`config.mk`:
```
export PLATFORM = sky130hd
export DESIGN_NAME = hazard_sched_flat
export DESIGN_NICKNAME = d
export VERILOG_FILES = /design/src/rtl/hazard_sched_if.sv /design/src/rtl/hazard_sched.sv /design/src/flat_wrapper.sv
export SDC_FILE = /design/constraint.sdc
export NUM_CORES = 1
export LEC_CHECK = 0
export CAP_MARGIN = 20
export CORE_ASPECT_RATIO = 0.8
export CORE_UTILIZATION = 40
export DETAILED_ROUTE_END_ITERATION = 12
export PLACE_DENSITY = 0.85
export SLEW_MARGIN = 40
export SYNTH_ARGS = -nofsm -noshare
export SYNTH_HDL_FRONTEND = slang
export SYNTH_SLANG_ARGS = --single-unit
```
`constraint.sdc`:
```
create_clock -name clk -period 2.1 [get_ports clk]
set_input_delay 0.42 -clock clk [delete_from_list [all_inputs] [get_ports clk]]
set_output_delay 0.42 -clock clk [all_outputs]
set_load 0.01 [all_outputs]
```
`src/rtl/hazard_sched_if.sv`:
```
// D-stage hazard bundle: decode-side operand/destination info in, stall and bypass selects out.
interface hazard_sched_if;
    logic [4:0] D_GRF_A1;
    logic [4:0] D_GRF_A2;
    logic [1:0] D_tuse_rs;
    logic [1:0] D_tuse_rt;
    logic       D_GRF_WE;
    logic [4:0] D_GRF_A3;
    logic [1:0] D_tnew;
    logic       D_md_flag;
    logic       D_md_start;
    logic       D_md_div;
    logic       flush;
    logic       stall;
    logic [2:0] D_GRF_RD1_FWD;
    logic [2:0] D_GRF_RD2_FWD;
    logic       md_busy;

    modport master (
        output D_GRF_A1, D_GRF_A2, D_tuse_rs, D_tuse_rt, D_GRF_WE, D_GRF_A3, D_tnew,
               D_md_flag, D_md_start, D_md_div, flush,
        input  stall, D_GRF_RD1_FWD, D_GRF_RD2_FWD, md_busy
    );

    modport slave (
        input  D_GRF_A1, D_GRF_A2, D_tuse_rs, D_tuse_rt, D_GRF_WE, D_GRF_A3, D_tnew,
               D_md_flag, D_md_start, D_md_div, flush,
        output stall, D_GRF_RD1_FWD, D_GRF_RD2_FWD, md_busy
    );
endinterface

```
`src/rtl/hazard_sched.sv`:
```
// Tuse/Tnew hazard scheduler for the D stage: E/M scoreboard, stall and bypass selects.
// Define HCU_MDU_EN to add multiply/divide busy tracking; otherwise md_busy is tied low.
module hazard_sched (
    input  logic          clk,
    input  logic          reset,
    hazard_sched_if.slave hz
);
    localparam logic [3:0] MUL_LAT = 4'd5;
    localparam logic [3:0] DIV_LAT = 4'd10;

    logic       we_p0, we_p1;
    logic [4:0] a3_p0, a3_p1;
    logic [1:0] tnew_p0, tnew_p1;

    logic       stall, stall_hz, stall_md, md_busy;
    logic       rs_e, rs_m, rt_e, rt_m;

    function automatic logic [1:0] sat_dec(input logic [1:0] t);
        return (t == 2'd0) ? 2'd0 : t - 2'd1;
    endfunction

    function automatic logic src_match(input logic [4:0] a, input logic we, input logic [4:0] a3);
        return (a != 5'd0) && we && (a3 == a);
    endfunction

    function automatic logic [2:0] fwd_sel(input logic hit_e, input logic [1:0] t_e,
                                           input logic hit_m, input logic [1:0] t_m);
        if (hit_e && t_e == 2'd0) return 3'd1;
        if (hit_m && t_m == 2'd0) return 3'd2;
        return 3'd0;
    endfunction

    always_comb begin
        rs_e = src_match(hz.D_GRF_A1, we_p0, a3_p0);
        rs_m = src_match(hz.D_GRF_A1, we_p1, a3_p1);
        rt_e = src_match(hz.D_GRF_A2, we_p0, a3_p0);
        rt_m = src_match(hz.D_GRF_A2, we_p1, a3_p1);
        stall_hz = (rs_e && tnew_p0 > hz.D_tuse_rs) || (rs_m && tnew_p1 > hz.D_tuse_rs) ||
                   (rt_e && tnew_p0 > hz.D_tuse_rt) || (rt_m && tnew_p1 > hz.D_tuse_rt);
    end

    assign stall            = stall_hz || stall_md;
    assign hz.stall         = stall;
    assign hz.D_GRF_RD1_FWD = fwd_sel(rs_e, tnew_p0, rs_m, tnew_p1);
    assign hz.D_GRF_RD2_FWD = fwd_sel(rt_e, tnew_p0, rt_m, tnew_p1);
    assign hz.md_busy       = md_busy;

    // D -> E (_p0) -> M (_p1); a stalled D injects a bubble, flush empties both stages
    always_ff @(posedge clk) begin
        if (reset || hz.flush) begin
            we_p0   <= 1'b0;
            a3_p0   <= 5'd0;
            tnew_p0 <= 2'd0;
            we_p1   <= 1'b0;
            a3_p1   <= 5'd0;
            tnew_p1 <= 2'd0;
        end else begin
            we_p0   <= stall ? 1'b0 : hz.D_GRF_WE;
            a3_p0   <= stall ? 5'd0 : hz.D_GRF_A3;
            tnew_p0 <= stall ? 2'd0 : hz.D_tnew;
            we_p1   <= we_p0;
            a3_p1   <= a3_p0;
            tnew_p1 <= sat_dec(tnew_p0);
        end
    end

`ifdef HCU_MDU_EN
    logic       md_pend;
    logic       md_div;
    logic [3:0] md_cnt;
    logic       md_issue;

    assign md_issue = hz.D_md_start && !stall && !hz.flush;

    // Pending marks the op sitting in E; a flushed op never loads the counter,
    // while an op already counting runs to completion.
    always_ff @(posedge clk) begin
        if (reset) begin
            md_pend <= 1'b0;
            md_div  <= 1'b0;
            md_cnt  <= 4'd0;
        end else begin
            md_pend <= md_issue;
            if (md_issue) md_div <= hz.D_md_div;
            if (md_pend && !hz.flush) md_cnt <= md_div ? DIV_LAT : MUL_LAT;
            else if (md_cnt != 4'd0) md_cnt <= md_cnt - 4'd1;
        end
    end

    assign md_busy  = md_pend || (md_cnt != 4'd0);
    assign stall_md = hz.D_md_flag && md_busy;
`else
    logic unused_md;
    assign unused_md = ^{hz.D_md_flag, hz.D_md_start, hz.D_md_div, MUL_LAT, DIV_LAT};
    assign md_busy   = 1'b0;
    assign stall_md  = 1'b0;
`endif
endmodule

```
`src/flat_wrapper.sv`:
```
// flat-port wrapper written by rule: the top's interface ports become plain ports
module hazard_sched_flat 
  (clk, reset, hz_D_GRF_A1, hz_D_GRF_A2, hz_D_tuse_rs, hz_D_tuse_rt, hz_D_GRF_WE, hz_D_GRF_A3, hz_D_tnew, hz_D_md_flag, hz_D_md_start, hz_D_md_div, hz_flush, hz_stall, hz_D_GRF_RD1_FWD, hz_D_GRF_RD2_FWD, hz_md_busy);
  hazard_sched_if hz_i ();
  input  logic clk;
  input  logic reset;
  input wire logic [$bits(hz_i.D_GRF_A1)-1:0] hz_D_GRF_A1;
  input wire logic [$bits(hz_i.D_GRF_A2)-1:0] hz_D_GRF_A2;
  input wire logic [$bits(hz_i.D_tuse_rs)-1:0] hz_D_tuse_rs;
  input wire logic [$bits(hz_i.D_tuse_rt)-1:0] hz_D_tuse_rt;
  input wire logic [$bits(hz_i.D_GRF_WE)-1:0] hz_D_GRF_WE;
  input wire logic [$bits(hz_i.D_GRF_A3)-1:0] hz_D_GRF_A3;
  input wire logic [$bits(hz_i.D_tnew)-1:0] hz_D_tnew;
  input wire logic [$bits(hz_i.D_md_flag)-1:0] hz_D_md_flag;
  input wire logic [$bits(hz_i.D_md_start)-1:0] hz_D_md_start;
  input wire logic [$bits(hz_i.D_md_div)-1:0] hz_D_md_div;
  input wire logic [$bits(hz_i.flush)-1:0] hz_flush;
  output wire logic [$bits(hz_i.stall)-1:0] hz_stall;
  output wire logic [$bits(hz_i.D_GRF_RD1_FWD)-1:0] hz_D_GRF_RD1_FWD;
  output wire logic [$bits(hz_i.D_GRF_RD2_FWD)-1:0] hz_D_GRF_RD2_FWD;
  output wire logic [$bits(hz_i.md_busy)-1:0] hz_md_busy;
  assign hz_i.D_GRF_A1 = hz_D_GRF_A1;
  assign hz_i.D_GRF_A2 = hz_D_GRF_A2;
  assign hz_i.D_tuse_rs = hz_D_tuse_rs;
  assign hz_i.D_tuse_rt = hz_D_tuse_rt;
  assign hz_i.D_GRF_WE = hz_D_GRF_WE;
  assign hz_i.D_GRF_A3 = hz_D_GRF_A3;
  assign hz_i.D_tnew = hz_D_tnew;
  assign hz_i.D_md_flag = hz_D_md_flag;
  assign hz_i.D_md_start = hz_D_md_start;
  assign hz_i.D_md_div = hz_D_md_div;
  assign hz_i.flush = hz_flush;
  assign hz_stall = hz_i.stall;
  assign hz_D_GRF_RD1_FWD = hz_i.D_GRF_RD1_FWD;
  assign hz_D_GRF_RD2_FWD = hz_i.D_GRF_RD2_FWD;
  assign hz_md_busy = hz_i.md_busy;
  hazard_sched u_core (.clk(clk), .reset(reset), .hz(hz_i));
endmodule
```
# Word level (Yosys, flattened, before mapping)
# Cells that the tools add are included.
[op_classes]
n_addsub = 1
mul = 0
div = 0
magnitude_cmp = 4
eq_ne = 4
shift = 0
muxes = 14
bitwise = 0
reduce_logical = 26
[ops]
columns = ["cell", "n"]
rows = [
  ["$mux W3", 8],
  ["$eq A5 B5 Y1", 4],
  ["$logic_and A1 B1 Y1", 16],
  ["$reduce_bool A5 Y1", 2],
  ["$gt A2 B2 Y1", 4],
  ["$mux W1", 6],
  ["$logic_not A2 Y1", 2],
  ["$logic_or A1 B1 Y1", 4],
  ["$reduce_or A2 Y1", 2],
  ["$sub A2 B1 Y2 const B", 1],
]
[totals]
register_bits = 16
latchBits = 0
ram_bits = 0
mem_bits_ro = 0
input_bits = 28
output_inout_bits = 8
wordCells = 55
memories = 0

# Depth between registers and ports, before layout
[depth]
depth_word = 8
ltp_mapped = 6

# Least setup slack after synthesis
# Ideal clock, no wire load.
[synth_timing]
path_kind = "input to output"
startpoint = "in hz_D_GRF_A2[0]"
endpoint = "out hz_stall"
t_arrival_ps = 1851
required_time_ps = 1680
setup_slack_ps = -171
path_stages = 4
path_cell_list = "or4_1 > o211ai_1 > a2111oi_2 > or4_1"
[synth_between]
elab_chain_cells = 6
elab_cells_between_ends = 11
classes_between = "eq/ne: 2; reduce/logical: 9"
[synth_lines]
columns = ["element", "line_no", "source"]
rows = [
  ["start: declaration", "flat_wrapper.sv:8", "input wire logic [$bits(hz_i.D_GRF_A2)-1:0] hz_D_GRF_A2;"],
  ["$reduce_bool A5 Y1", "hazard_sched.sv:23", "return (a != 5'd0) && we && (a3 == a);"],
  ["$logic_and A1 B1 Y1 (2 in a row)", "hazard_sched.sv:23", ""],
  ["$logic_and A1 B1 Y1", "hazard_sched.sv:39", "(rt_e && tnew_p0 > hz.D_tuse_rt) || (rt_m && tnew_p1 > hz.D_tuse_rt);"],
  ["$logic_or A1 B1 Y1", "hazard_sched.sv:38", "stall_hz = (rs_e && tnew_p0 > hz.D_tuse_rs) || (rs_m && tnew_p1 > hz.D_tuse_rs) ||"],
  ["$logic_or A1 B1 Y1 *", "hazard_sched.sv:39", ""],
  ["end: declaration", "flat_wrapper.sv:18", "output wire logic [$bits(hz_i.stall)-1:0] hz_stall;"],
]
# Mark *: on every way between the ends. The rest lies on a longest branch, timed or not.

# Final worst setup path
[layout_timing]
startpoint = "in hz_D_GRF_A1[4]"
endpoint = "out hz_stall"
[layout_between]
elab_chain_cells = 7
elab_cells_between_ends = 12
classes_between = "eq/ne: 2; reduce/logical: 10"
[layout_lines]
columns = ["element", "line_no", "source"]
rows = [
  ["start: declaration", "flat_wrapper.sv:7", "input wire logic [$bits(hz_i.D_GRF_A1)-1:0] hz_D_GRF_A1;"],
  ["$reduce_bool A5 Y1", "hazard_sched.sv:23", ""],
  ["$logic_and A1 B1 Y1 (2 in a row)", "hazard_sched.sv:23", ""],
  ["$logic_and A1 B1 Y1", "hazard_sched.sv:38", ""],
  ["$logic_or A1 B1 Y1 * (2 in a row)", "hazard_sched.sv:38", ""],
  ["$logic_or A1 B1 Y1 *", "hazard_sched.sv:39", ""],
]
# Marked as above.

==> qor.csv <==
stage,metric,value,unit
outcome,status,"complete, but fails checks",
outcome,failing checks,negative setup slack,
cells_and_area,register area,333,um2
cells_and_area,Post-Layout Cell Count,210,
grt,largest net degree at the start of global routing,15,
cells_and_area,Layout Utilization,74.6,%
clock_network,clk sinks,16,
setup_path,peak fanout along the critical path,2,
grt,number of global-route vias before repair,1088,
cells_and_area,antenna fix cells,0,
floorplan,IO Count,36,
clock_network,Worst-path clk slew,0.11,ns
placement,GPL Wtd Cong,0.876,
timing,unrepaired setup endpoints after global routing,yes,
timing,Hold WS,0.436,ns
grt,gr usage total,26.6,%
timing,final worst slack,-0.398,ns
setup_path,"CP delay by family, top",simple AND/OR/NAND/NOR gates,
cells_and_area,most frequent cells in the layout,"28 x buf_4, 15 x xnor2_1, 11 x clkdlybuf4s50_1",
placement,PortBufs,29,
cells_and_area,Layout area overhead,74.4,%
timing,Final min period,2.50,ns
synth,Mean Syn Cell Area,9.57,um2
grt,number of antenna violations at the first check in global routing,0,
setup_path,slowest CP cell,or4_4,
cells_and_area,number of fillers in the final layout,178,
floorplan,full die area,0.00287,mm2
clock_network,clk buf depth,2,
floorplan,die height,48.1,um
pwr,Power Internal,542,uW
detailed_routing,Total Routed Length,3630,um
timing,"Hold Violations, Final",0,
setup_path,type of origin of the critical path,primary input,
grt,gr ovfl total,0,
synth,Post-Synthesis Cells,111,
pwr,Pwr Density,413,mW/mm2
placement,dpl cells,199,
synth,sequential fraction of the synthesis area,30.2,%
cells_and_area,share of layout cells above drive strength 1,48.3,%
setup_path,biggest cell delay along the critical path,0.57,ns
hold_path,HP Class,reg2reg,
cells_and_area,multi-input logic area,881,um2
synth,Yosys reg bits,16,
pwr,Peak VDD IR,0.000352,V
flow_run,Max Cap Viol,0,
timing,Finish-stage setup viols,4,
setup_path,CP Capture Type,output port,
cells_and_area,"commonest non-fill, non-tap cell in the layout",buf_4,
detailed_routing,First-pass DRT Iterations,4,
setup_path,worst path cell trace,buf_6 > or4_4 > o211ai_4 > a2111oi_4 > or4_4 > buf_6,
clock_network,root buf cell,clkbuf_4,
timing,crit share post-route,119,%
floorplan,CORE AREA,0.00248,mm2
clock_network,CTS Buf Count,3,
grt,first-pass GRT wire length,5260,um
synth,cell area after synthesis,0.00106,mm2
synth,YS warnings,0,
detailed_routing,Post-route DRC,0,
detailed_routing,starting DRC count in detailed routing,59,
clock_network,H-Tree Depth,1,
timing,max-slew violation count,0,
pwr,Sw Share,29.2,%
clock_network,worst-skew pair later-pin latency,0.30,ns
pwr,sequential cell fraction of total power,42.2,%
setup_path,CP Data Required Time,1.68,ns
floorplan,Initial Util,42.8,%
pwr,final total power,765,uW
synth,Netlist cell types,23,
floorplan,die width,59.6,um
detailed_routing,Via density,5.53,
floorplan,row cnt,16,
clock_network,TritonCTS clock tree,yes,
placement,DPL Wire Length,2520,um
setup_path,crit path kind,in2out,
timing,f_max,400,MHz
pwr,Leak,0.000720,uW
setup_path,crit path DAT,2.08,ns
detailed_routing,Via Count,1162,
setup_path,Crit path buffers/inverters,2,
timing,TNS Setup,-0.622,ns
detailed_routing,Detail Route Antenna Nets,0,
cells_and_area,nets@finish,212,
pwr,Clock power frac,28.1,%
timing,clk_skew,0.00873,ns
detailed_routing,Wirelength per Cell,17.3,um
pwr,NetSw,223,uW
pwr,combinational cell fraction of total power,29.6,%
-- worst reg2reg max path: stages (launching register included) --
cell and delay (ns):
dfxtp_1 0.42, xnor2_1 0.15, nand4_1 0.13, buf_4 0.16, a2111oi_4 0.37, buf_4 0.18
buf_4 0.14, nor4_1 0.07
-- area by class of cell --
class	instances	area share [%]
clock buffers	4	1.96
inverters	9	1.82
multi-input cells	84	47.5
flip-flops and latches	16	18.0
well taps	36	2.43
repair buffers	61	28.3
-- path summary, 6_finish.rpt --
kind	startpoint	to	slack (ns)	cells past startpoint
worst max-delay path	hz_D_GRF_A1[4]	hz_stall	-0.40	6
worst min-delay path	u_core.tnew_p0[0]$_SDFF_PP0_	u_core.tnew_p1[0]$_SDFF_PP0_	0.44	1
worst max register to register	u_core.a3_p0[0]$_SDFF_PP0_	u_core.a3_p0[4]$_SDFF_PP0_	0.34	7
worst min register to register	u_core.tnew_p0[0]$_SDFF_PP0_	u_core.tnew_p1[0]$_SDFF_PP0_	0.44	1
-- cell usage after synthesis --
library cell	number	area [um2]
a2111oi_2	3	45.0
o211ai_2	1	12.5
nand2_1	1	3.75
inv_1	9	33.8
o211ai_4	1	21.3
dfxtp_1	16	320
buf_4	3	22.5
conb_1	1	3.75
xnor2_1	20	175
nor4_1	10	62.6
a21oi_1	3	15.0
ha_1	9	113
and2_1	6	37.5
o21ai_2	1	8.76
nor2_1	3	11.3
clkbuf_1	1	3.75
nand4_1	4	25.0
or4_4	1	11.3
nor2b_1	1	6.26
or4_1	4	30.0
o211ai_1	2	15.0
o311ai_0	8	70.1
nor3_1	3	15.0
-- through the flow --
| step | setup slack, ns | area (um2) |
|---|---|---|
| 5_1_grt | -0.418 | 1850 |
| 3_5_place_dp | -1.11 | 1570 |
| 3_3_place_gp | -1.06 | 1570 |
| 6_report | -0.398 | 1850 |
| 2_1_floorplan | -0.158 | 1070 |
| 4_1_cts | -0.415 | 1800 |
-- power by group through the flow --
stage	clock (uW)	sequential (uW)	combinational (uW)
finish	215	323	227
global route	228	324	240
CTS	214	323	214
detailed placement	0	329	175
global placement	0	329	165
floorplan	0	326	80.6
-- timing repair --
item,in CTS,in global routing
pin swaps,19,12
hold buffers,0,0
setup buffers,6,1
hold endpoints to repair,0,0
gates resized for setup,87,14
setup endpoints to repair,5,5
-- per-layer routing --
layer	wire length, um	track usage (%)
met5	0	0
met4	106	10.7
met3	208	6.37
met2	1890	51.5
met1	1430	28.9
-- state kept, by name, summed over array words and instances, names as in the netlist --
signal,cells
u_core.a3_p1,5
u_core.tnew_p1,2
u_core.tnew_p0,2
u_core.we_p1,1
u_core.we_p0,1
u_core.a3_p0,5
-- kinds of logic after synthesis --
group | count (synthesis) | synth area share, %
xor+xnor | 20 | 16.5
other cells | 1 | 0.353
compound gates | 19 | 17.7
buf+inv | 13 | 5.65
fa+ha+maj | 9 | 10.6
simple gates | 33 | 19.1
flops | 16 | 30.2
(Power assumes the default switching activity.)
